===== config.mk =====
export PLATFORM = sky130hd
export DESIGN_NAME = button_conditioner
export DESIGN_NICKNAME = d
export VERILOG_FILES = /design/src/rtl/button_conditioner.sv
export SDC_FILE = /design/constraint.sdc
export NUM_CORES = 1
export LEC_CHECK = 0
export ABC_AREA = 1
export CORE_MARGIN = 4
export CORE_UTILIZATION = 59
export DETAILED_ROUTE_END_ITERATION = 8
export GPL_ROUTABILITY_DRIVEN = 0
export PLACE_DENSITY = 0.85
export RECOVER_POWER = 25
export SLEW_MARGIN = 0
export SYNTH_ARGS = -nofsm -noshare
export SYNTH_HDL_FRONTEND = slang
export SYNTH_SLANG_ARGS = --single-unit
export TNS_END_PERCENT = 1

===== constraint.sdc =====
create_clock -name clk -period 3.4 [get_ports clk]
set_clock_uncertainty 0.15 [all_clocks]
set_input_delay 0.34 -clock clk [delete_from_list [all_inputs] [get_ports clk]]
set_output_delay 0.34 -clock clk [all_outputs]
set_load 0.02 [all_outputs]

===== src/rtl/button_conditioner.sv =====
// Per-button synchroniser, debouncer and typematic pulse generator.
// Each channel emits a one-cycle step pulse on press, then auto-repeats while held.
module button_conditioner #(
    parameter int unsigned NUM_BTN           = 6,
    parameter int unsigned DEBOUNCE_CYCLES   = 650000,
    parameter int unsigned HOLD_DELAY_CYCLES = 26000000,
    parameter int unsigned REPEAT_CYCLES     = 3250000
) (
    input  logic               clk,
    input  logic               reset,
    input  logic [NUM_BTN-1:0] btn_in,
    output logic [NUM_BTN-1:0] pulse_out,
    output logic [NUM_BTN-1:0] held_out
);

    localparam int unsigned CW       = $clog2(DEBOUNCE_CYCLES + 1);
    localparam int unsigned TMAX     = (HOLD_DELAY_CYCLES > REPEAT_CYCLES) ? HOLD_DELAY_CYCLES
                                                                           : REPEAT_CYCLES;
    localparam int unsigned TW       = $clog2(TMAX + 1);
    localparam int unsigned DB_TC    = DEBOUNCE_CYCLES - 1;
    localparam int unsigned HOLD_TC  = (HOLD_DELAY_CYCLES == 0) ? 0 : HOLD_DELAY_CYCLES - 1;
    localparam int unsigned REP_TC   = REPEAT_CYCLES - 1;
    localparam bit          REPEAT_EN = (HOLD_DELAY_CYCLES != 0);

    typedef enum logic [1:0] {
        ST_IDLE   = 2'd0,
        ST_DELAY  = 2'd1,
        ST_REPEAT = 2'd2
    } state_t;

    for (genvar g = 0; g < NUM_BTN; g++) begin : g_chan
        logic          sync1;
        logic          sync2;
        logic          stable;
        logic          pulse_q;
        logic [CW-1:0] db_cnt;
        logic [TW-1:0] timer;
        state_t        state;

        // Sync, debounce and press/repeat sequencing for one button
        always_ff @(posedge clk) begin
            if (reset) begin
                sync1   <= 1'b0;
                sync2   <= 1'b0;
                stable  <= 1'b0;
                db_cnt  <= '0;
                timer   <= '0;
                pulse_q <= 1'b0;
                state   <= ST_IDLE;
            end else begin
                sync1 <= btn_in[g];
                sync2 <= sync1;

                if (sync2 == stable) begin
                    db_cnt <= '0;
                end else if (db_cnt == CW'(DB_TC)) begin
                    stable <= sync2;
                    db_cnt <= '0;
                end else begin
                    db_cnt <= db_cnt + CW'(1);
                end

                pulse_q <= 1'b0;
                case (state)
                    ST_IDLE: begin
                        if (stable) begin
                            pulse_q <= 1'b1;
                            timer   <= '0;
                            state   <= ST_DELAY;
                        end
                    end
                    ST_DELAY: begin
                        // With repeat disabled, DELAY just parks until release
                        if (!stable) begin
                            state <= ST_IDLE;
                        end else if (REPEAT_EN) begin
                            if (timer == TW'(HOLD_TC)) begin
                                pulse_q <= 1'b1;
                                timer   <= '0;
                                state   <= ST_REPEAT;
                            end else begin
                                timer <= timer + TW'(1);
                            end
                        end
                    end
                    ST_REPEAT: begin
                        if (!stable) begin
                            state <= ST_IDLE;
                        end else if (timer == TW'(REP_TC)) begin
                            pulse_q <= 1'b1;
                            timer   <= '0;
                        end else begin
                            timer <= timer + TW'(1);
                        end
                    end
                    default: state <= ST_IDLE;
                endcase
            end
        end

        assign pulse_out[g] = pulse_q;
        assign held_out[g]  = stable;
    end

endmodule

==> results_dict.tcl <==
set metrics [dict create \
    die_y_um 176.8 \
    power_uw 7538 \
    power_density_nw_per_um2 413.8 \
    port_buffers 19 \
    async_flop_share_pct 0 \
    reg2reg_depth 9 \
    wl_met3_um 1917 \
    violations "max-capacitance violations, max-slew violations" \
    vias 15850 \
    layout-drive-gt1-share_pct 5.193 \
    grt_pass1_wl_um 64020 \
    die_w_um 176.8 \
    htreeDepth 2 \
    rows 61 \
    critical_path.endpoint_type "register" \
    r2r_slack_ns 0.69 \
    p_leak_uw 0.006869 \
    synth_edf_count 0 \
    worst_pin_slew_ns 1.585 \
    place_hpwl_um 26400 \
    worst-setup-path-type "reg2reg" \
    drt_iter0_drc 1382 \
    final_max_slew_viol_count 29 \
    clk_pin_slew_ns 0.06 \
    cp.arrival_ns 2.92 \
    outcome "complete, but fails checks" \
    drt-met1-wl_um 16320 \
    highest_layer "met4" \
    start_util_pct 60.15 \
    yosysTopAreaCell "dfxtp_1" \
    num_antenna_cells 0 \
    synth_top_area_share_pct 36.46 \
    drtAntennaViolNets 0 \
    crit_path_start_kind "register" \
    coreArea_um2 27930 \
    synth_cell_types 50 \
    first_pass_iters 6 \
    finalWirelength_um 36880 \
    cts.sinks 306 \
    nets 2580 \
    cts_hold_buf 0 \
    path_max_fanout 16 \
    grt_antenna_before_repair 0 \
    maxCapViolations 1 \
    ys_ff_latch 306 \
    synthCells 2528 \
    synth-main-ff-cell "dfxtp_1" \
    grt_pass1_vias 14610 \
    yosysWarningCount 0 \
    drt-vias-per-instance 5.393 \
    tritoncts "done" \
    slew_headroom_pct -5.669 \
    grt_max_degree 29 \
    clk_latency_ns 0.51 \
    io_pins 20 \
    cts_resized 0 \
    synth.avg_cell_area_um2 6.646 \
    setup_viol 0 \
    rsz0062_at_grt "no" \
    drc_errors 0 \
    hold_viol 0 \
    setup-tns-final_ns 0 \
    avgRoutedWirePerCell_um 12.55 \
    grt-ovfl-total 0 \
    ir_drop_v 0.0003744 \
    synth_area_um2 16800 \
    area_delta_synth_final_pct 8.430 \
    clock_path_buffers 3 \
    holdCritPathClass "in2reg" \
    synth-seq-area-share_pct 36.46 \
    cts_root_buf "clkbuf_16" \
    hold_depth 3 \
    finalCritPeriodShare_pct 79.60 \
    grt_usage_pct 23.34 \
    period_needed_ns 2.706 \
    cts_inserted_buffers 34 \
    synth_area_leaders "dfxtp_1, nand2_1, nor2_1, inv_1, nand3_1" \
    route.met2.wl_um 17470 \
    cp.required_ns 3.61 \
    syn_nets 2572 \
    dieArea_um2 31240 \
    fmax_mhz 369.5 \
    post_cts_buffers 0 \
]
[Yosys cell counts, types with 2 or more instances]
master,instances
nand4_1,72
a211oi_1,3
nor2_1,453
xnor2_1,21
o21ai_0,62
clkbuf_1,5
inv_2,9
a31o_2,4
o31ai_1,4
or2_2,5
nand2_1,523
o21a_1,4
nand2_4,11
a21oi_1,85
o21bai_1,4
nor3_2,6
buf_4,21
buf_2,15
o41ai_1,2
o22ai_1,8
buf_6,7
a31oi_1,9
ha_1,36
nand3_2,2
nor4_1,21
dfxtp_1,306
nand3_1,167
inv_1,364
nor2_4,2
nand3b_1,10
xor2_1,62
o211ai_1,5
nand2_2,20
nor3b_1,29
nor2_2,30
and3_1,5
buf_1,3
nor3_1,121
[flip-flops by register name, summed over array words and instances, names as in the netlist]
register        count
g_chan.timer      150
g_chan.db_cnt     120
g_chan.state       12
g_chan.pulse_q      6
g_chan.stable       6
g_chan.sync1        6
g_chan.sync2        6
[worst paths after layout]
check | from | end
setup / recovery | g_chan[4].state[0] | g_chan[4].timer[13]
hold / removal | btn_in[4] | g_chan[4].sync1
setup reg to reg | g_chan[4].state[0] | g_chan[4].timer[13]
hold reg to reg | g_chan[4].sync1 | g_chan[4].sync2
[per-layer routing]
metal / up-vias / global-route usage (%)
li1: 8078 / -
met1: 7145 / 29.53
met2: 519 / 40.43
met3: 108 / 3.461
met4: 0 / 8.704
met5: - / 0
[layout by cell type (no fill, tap or decap), types with 3 or more instances in the layout]
cell               n
a211oi_1           3
a21oi_1           85
a31o_2             4
a31oi_1            9
and3_1             5
buf_4              4
bufinv_16          3
clkbuf_1          10
clkbuf_16         35
clkbuf_8           6
clkdlybuf4s50_1   12
clkinv_2           5
dfxtp_1          306
dlygate4sd3_1      7
ha_1              36
inv_1            367
inv_2              6
nand2_1          533
nand2_2           14
nand2_4            7
nand3_1          167
nand3b_1          10
nand4_1           72
nor2_1           455
nor2_2            28
nor3_1           121
nor3_2             6
nor3b_1           29
nor4_1            21
o211ai_1           5
o21a_1             4
o21ai_0           62
o21bai_1           4
o22ai_1            8
o31ai_1            4
or2_2              5
xnor2_1           21
xor2_1            62
[logic make-up after synthesis]
logic type | count (synthesis) | synth area share [%]
flip-flops | 306 | 36.46
buffers and inverters | 426 | 10.51
multiplexers | 1 | 0.05958
AO/OA/AOI/OAI | 194 | 6.405
adder cells (fa/ha/maj) | 36 | 2.681
XOR/XNOR | 83 | 4.327
AND/OR/NAND/NOR | 1482 | 39.56
[layout make-up]
type | instances | area [um2]
clock buffers | 50 | 992.2
clock inverters | 11 | 138.9
fillers | 2432 | 9717
inverters | 374 | 1404
multi-input cells | 1796 | 8860
flip-flops and latches | 306 | 6126
well taps | 378 | 473.0
repair buffers | 24 | 224.0
[report_power, final]
| group | total, uW | internal [uW] | switching (uW) | leakage (uW) |
|---|---|---|---|---|
| registers | 3620 | 3600 | 12.6 | 0.00247 |
| clock network | 3700 | 2260 | 1450 | 0.000552 |
| logic | 219 | 62.1 | 157 | 0.00385 |
| total | 7540 | 5920 | 1620 | 0.00687 |
[per-stage QoR]
stage               area [um2]  setup slack (ns)  std cells  utilization [%]  hold WS (ns)
finish                   18220            0.6937       2939            65.22        0.2314
global route             18220            0.4917       2939            65.22        0.2193
CTS                      18270            0.8545       2939            65.41        0.2112
detailed placement       17140            0.8941       2878            61.36        0.2534
global placement         17140            0.9876       2878            61.36        0.2393
floorplan                16800             1.501       2528                -        0.2383
[critical path, cell delays in order (launching register included)]
cell	delay [ns]
dfxtp_1	0.36
inv_1	0.09
ha_1	0.25
o21ai_0	0.31
nand2_2	0.20
inv_1	0.42
nand3_1	0.22
nor2_1	0.26
xor2_1	0.21
nor2_1	0.08
No activity file was read; power rests on OpenSTA's default activity.
